--- config.mk ---
export PLATFORM = sky130hd
export DESIGN_NAME = writeback_stage
export DESIGN_NICKNAME = d
export VERILOG_FILES = /design/src/rtl/writeback_stage.sv
export SDC_FILE = /design/constraint.sdc
export NUM_CORES = 1
export LEC_CHECK = 0
export ABC_AREA = 0
export BUFFER_PORTS_ARGS = -buffer_cell sky130_fd_sc_hd__buf_2
export CORE_MARGIN = 2
export CORE_UTILIZATION = 51
export CTS_CLUSTER_DIAMETER = 80
export DETAILED_ROUTE_END_ITERATION = 10
export PLACE_DENSITY = 0.84
export SYNTH_ARGS = -nofsm -noshare
export SYNTH_HDL_FRONTEND = slang
export SYNTH_SLANG_ARGS = --single-unit
--- constraint.sdc ---
create_clock -name clk -period 5.2 [get_ports clk]
set_clock_uncertainty 0.05 [all_clocks]
set_input_delay 0.26 -clock clk [delete_from_list [all_inputs] [get_ports clk]]
set_output_delay 0.26 -clock clk [all_outputs]
set_load 0.02 [all_outputs]
--- src/rtl/writeback_stage.sv ---
// Writeback stage: 2-entry result buffer feeding the register-file write port.
// Optional sub-word load extension is enabled by defining WB_LOAD_EXTEND_EN.
module writeback_stage (
    input  logic        clk,
    input  logic        reset,
    input  logic        mem_valid,
    output logic        mem_ready,
    input  logic        mem_reg_write,
    input  logic        mem_mem_to_reg,
    input  logic [4:0]  mem_dest_reg,
    input  logic [31:0] mem_alu_result,
    input  logic [31:0] mem_load_data,
    input  logic [1:0]  mem_load_size,
    input  logic        mem_load_unsigned,
    input  logic [1:0]  mem_addr_lo,
    input  logic        wb_stall,
    output logic        wr_en,
    output logic [4:0]  wr_reg_addr,
    output logic [31:0] wr_data,
    output logic        wb_pending,
    output logic [31:0] retired_count
);
    typedef struct packed {
        logic        rw;
        logic [4:0]  dest;
        logic [31:0] data;
    } wb_entry_t;

    wb_entry_t   head_q, head_d, tail_q, tail_d, new_e;
    logic        head_v_q, head_v_d, tail_v_q, tail_v_d;
    logic [31:0] retired_q, retired_d;
    logic [31:0] load_ext;
    logic        retire, accept;

`ifdef WB_LOAD_EXTEND_EN
    logic [7:0]  ld_byte;
    logic [15:0] ld_half;

    always_comb begin
        ld_byte = 8'(mem_load_data >> {mem_addr_lo, 3'b000});
        ld_half = 16'(mem_load_data >> {mem_addr_lo[1], 4'b0000});
        case (mem_load_size)
            2'b00:   load_ext = mem_load_unsigned ? {24'b0, ld_byte} : {{24{ld_byte[7]}}, ld_byte};
            2'b01:   load_ext = mem_load_unsigned ? {16'b0, ld_half} : {{16{ld_half[15]}}, ld_half};
            default: load_ext = mem_load_data;
        endcase
    end
`else
    logic unused_load_cfg;
    assign unused_load_cfg = ^{mem_load_size, mem_load_unsigned, mem_addr_lo};
    assign load_ext        = mem_load_data;
`endif

    // Tail is only ever valid while head is valid; a retire shifts tail into head.
    always_comb begin
        retire    = head_v_q & ~wb_stall;
        mem_ready = ~(head_v_q & tail_v_q) | retire;
        accept    = mem_valid & mem_ready;

        new_e.rw   = mem_reg_write;
        new_e.dest = mem_dest_reg;
        new_e.data = mem_mem_to_reg ? load_ext : mem_alu_result;

        head_d    = head_q;
        head_v_d  = head_v_q;
        tail_d    = tail_q;
        tail_v_d  = tail_v_q;
        retired_d = retired_q;

        if (retire) begin
            head_d    = tail_q;
            head_v_d  = tail_v_q;
            tail_v_d  = 1'b0;
            retired_d = retired_q + 32'd1;
        end
        if (accept) begin
            if (!head_v_d) begin
                head_d   = new_e;
                head_v_d = 1'b1;
            end else begin
                tail_d   = new_e;
                tail_v_d = 1'b1;
            end
        end
    end

    always_ff @(posedge clk or posedge reset) begin
        if (reset) begin
            head_q    <= '0;
            tail_q    <= '0;
            head_v_q  <= 1'b0;
            tail_v_q  <= 1'b0;
            retired_q <= '0;
        end else begin
            head_q    <= head_d;
            tail_q    <= tail_d;
            head_v_q  <= head_v_d;
            tail_v_q  <= tail_v_d;
            retired_q <= retired_d;
        end
    end

    assign wr_en         = retire & head_q.rw & (head_q.dest != 5'd0);
    assign wr_reg_addr   = head_v_q ? head_q.dest : 5'd0;
    assign wr_data       = head_v_q ? head_q.data : 32'd0;
    assign wb_pending    = head_v_q;
    assign retired_count = retired_q;
endmodule

==> summary.txt <==
STA
  • Ratio of final minimum period to clock period: 0.526
  • Slew Limit Fails: 0
  • Min Tclk post-route: 2.74 ns
  • Slew headroom: 0.359
  • Setup-failing EPs final: 0
  • TNS Setup: 0 ns
  • Worst slew pin tran: 0.962 ns
  • Max Freq: 365 MHz
  • Final Hold Viols: 0
  • RSZ-0062 raised after global routing: no

Setup path
  • Reg2Reg Depth: 4
  • Setup slack, reg-to-reg: 2.50 ns
  • Arrival time worst endpoint: 2.43 ns
  • Crit-path most repeated cell: buf_4
  • Setup crit end kind: primary output
  • FF-to-FF End: tail_q[35]
  • CP bufs+invs: 3
  • Slowest stage delay, CP: 0.64 ns
  • Reg-to-Reg Start: wb_pending
  • Startpoint Class: register
  • Crit path max-delay cell type: dfrtp_1
  • CP Cell Sequence: buf_4, nor2b_1, buf_4, o311a_1, buf_2
  • Crit path max fanout: 33
  • WS Path Type: reg -> out
  • Worst EP required: 4.89 ns
  • Cell family with most CP delay: buffers and inverters

Hold path
  • WHS Path Cells: 2
  • Type of the worst min-delay path: in -> reg
  • Hold Crit Endpoint: tail_q[34]
  • Hold Crit Start: mem_dest_reg[2]

Synthesis
  • Syn. warnings: 0
  • Post-synthesis mux area share: 0.142
  • Mapped Nets: 586
  • Largest cells by area after synthesis: dfrtp_1 52%, mux2_2 7.5%, mux2i_1 6.1%
  • Synth Register Bits: 110
  • Yosys top cell area share: 0.523
  • Cells after synthesis: 505
  • Main combinational cell family by area after synthesis: simple AND/OR/NAND/NOR gates
  • Synth cell types: 33
  • Post-synthesis sequential area ratio: 0.523
  • Synth Area in Simple Gates: 0.179
  • Netlist Area Pre-Place: 0.00527 sq mm
  • Synth Area in Adders: 0.00238
  • Yosys top cell by area: dfrtp_1
  • Compound-cell area share of the yosys netlist: 0.0727
  • Mean Syn Cell Area: 10.4 sq um
  • Synth Area in XOR/XNOR: 0.0532

Place
  • Post-DP HPWL: 7810 microns
  • GPL Wtd Cong: 0.789
  • PortBufs: 146

Clock tree
  • Clock latency on the worst-skew pair: 0.36 ns
  • Root Buffer: clkbuf_8
  • # clock sinks: 110
  • Max Root-Sink Buffers: 2
  • Reg clk slew, reported paths: 0.10 ns
  • TritonCTS clock tree: done
  • Htree depth: 3
  • Setup repair bufs after CTS: 0
  • TritonCTS Buffers: 9

Layout
  • ANT cells: 0
  • Fill count: 858
  • Final core occ: 0.617
  • Share of cells above drive strength 1: 0.329
  • Final net count: 718
  • Area added between synthesis and finish: 19.4%

Floorplan
  • I/O Pins: 152
  • Row count: 37
  • Core area: 0.0102 sq mm
  • Initial Utilization: 0.517
  • Chip width: 106 microns
  • Die area: 0.0112 sq mm
  • Chip height: 106 microns

Drt
  • TritonRoute pass-1 iters: 4
  • Final wirelength: 11300 microns
  • Routed wire per std cell: 14.5 microns
  • DRC: 0
  • DRT iter0 DRCs: 128
  • Detailed-route via count: 4106
  • DR vias/cell: 5.28
  • Routed Antenna Nets: 0

GRT
  • M2 GR Usage: 0.353
  • Grt ovf: 0
  • GRT Total Usage: 0.208
  • Busiest grt layer: met2
  • M3 GR Usage: 0.0402
  • Largest net degree at the start of global routing: 59
  • Met1 usage: 0.264
  • Number of global-route vias before repair: 4098
  • First-pass GRT wire length: 18600 microns
  • Number of antenna violations at the first check in global routing: 0

Pwr
  • Peak VDD IR: 0.228 mV
  • Pleak: 3.07 nW
  • Cell Pwr Density: 405 mW/mm^2

Outcome
  • Status: finished clean

Run
  • Max-cap violations: 0
cells by family (layout without fill, tap and decap cells):
| family | Yosys count | after routing |
|---|---|---|
| AO/OA/AOI/OAI | 74 | 74 |
| XOR/XNOR | 32 | 32 |
| adder cells (fa/ha/maj) | 1 | 1 |
| buffers and inverters | 34 | 171 |
| flip-flops | 110 | 110 |
| multiplexers | 70 | 70 |
| AND/OR/NAND/NOR | 184 | 184 |
layer usage:
| metal | share of wire | vias to the layer above |
|---|---|---|
| li1 | - | 1971 |
| met1 | 0.43 | 1976 |
| met2 | 0.49 | 146 |
| met3 | 0.063 | 13 |
| met4 | 0.013 | 0 |
| met5 | 0 | - |
sequential cells by signal (all words and copies together), names as in the netlist:
name,count
head_q,38
retired_count,32
tail_q,38
tail_v_q,1
wb_pending,1
area by class of cell:
type	instances	area, sq um	area share
timing repair buffer	152	778	0.124
sequential	110	2750	0.438
inverter	3	13.8	0.00219
clock buffer	11	141	0.0225
clock inverter	5	57.6	0.00915
tap	136	170	0.0271
multi-input combinational	361	2370	0.378
cells in the mapped netlist (all sizes together):
master,number
a21oi,34
a31oi,6
and2,37
and3,4
and4,3
buf,19
clkbuf,12
dfrtp,110
ha,1
inv,3
mux2,38
mux2i,32
nand2,59
nand2b,3
nand3,13
nand3b,1
nand4,10
nand4b,1
nor2,45
nor2b,1
nor4,4
o21ai,33
o311a,1
or2,1
or3,2
xnor2,26
xor2,6
layout by cell type (no fill, tap or decap), types with 2 or more instances in the layout:
cell type	synthesis	layout
a31oi_1	6	6
nor2_1	45	45
a21oi_1	34	34
nand3_1	13	13
mux2_2	35	35
inv_1	3	2
nand2b_1	3	2
mux2i_1	32	32
and2_1	37	37
nand4_1	8	8
clkinv_2	0	2
and4_1	3	3
xnor2_1	26	26
nand2_1	59	58
xor2_1	6	6
nor4_4	2	2
buf_2	16	146
clkbuf_8	0	10
o21ai_0	33	33
and3_1	4	3
buf_4	0	5
mux2_1	3	3
or3_1	2	2
dfrtp_1	110	110
stage by stage:
| step | hold WS [ns] | total power [W] | setup slack (ns) | instance area [sq um] | cells |
|---|---|---|---|---|---|
| 2_1_floorplan | 0.318 | 0.00179 | 1.99 | 5270 | 505 |
| 3_3_place_gp | 0.341 | 0.00200 | 2.48 | 6080 | 761 |
| 3_5_place_dp | 0.342 | 0.00204 | 2.47 | 6080 | 761 |
| 4_1_cts | 0.0687 | 0.00256 | 2.39 | 6290 | 778 |
| 5_1_grt | 0.0804 | 0.00270 | 2.28 | 6290 | 778 |
| 6_report | 0.0899 | 0.00254 | 2.46 | 6290 | 778 |
where the power goes:
group          total (W)  internal, W  leakage, nW  switching, W
Sequential       0.00122      0.00108         1.32      0.000141
Combinational   0.000804     0.000355         1.64      0.000449
Clock           0.000519     0.000238        0.104      0.000282
Total            0.00254      0.00167         3.07      0.000872
worst max-delay path by stage:
stage                          start          to  slack, ns  cells after the start
after global placement    wb_pending  tail_q[36]       2.48                      4
after global routing      wb_pending       wr_en       2.28                      5
final                     wb_pending       wr_en       2.46                      5
after detailed placement  wb_pending  tail_q[37]       2.47                      4
after CTS                 wb_pending       wr_en       2.39                      5
after floorplan                reset   head_q[0]       1.99                      1
what timing repair did:
item | in CTS | in global routing
gates resized for setup | 0 | 0
hold buffers | 1 | 0
endpoints found under the hold margin | 52 | 0
No activity file was read; power rests on OpenSTA's default activity.
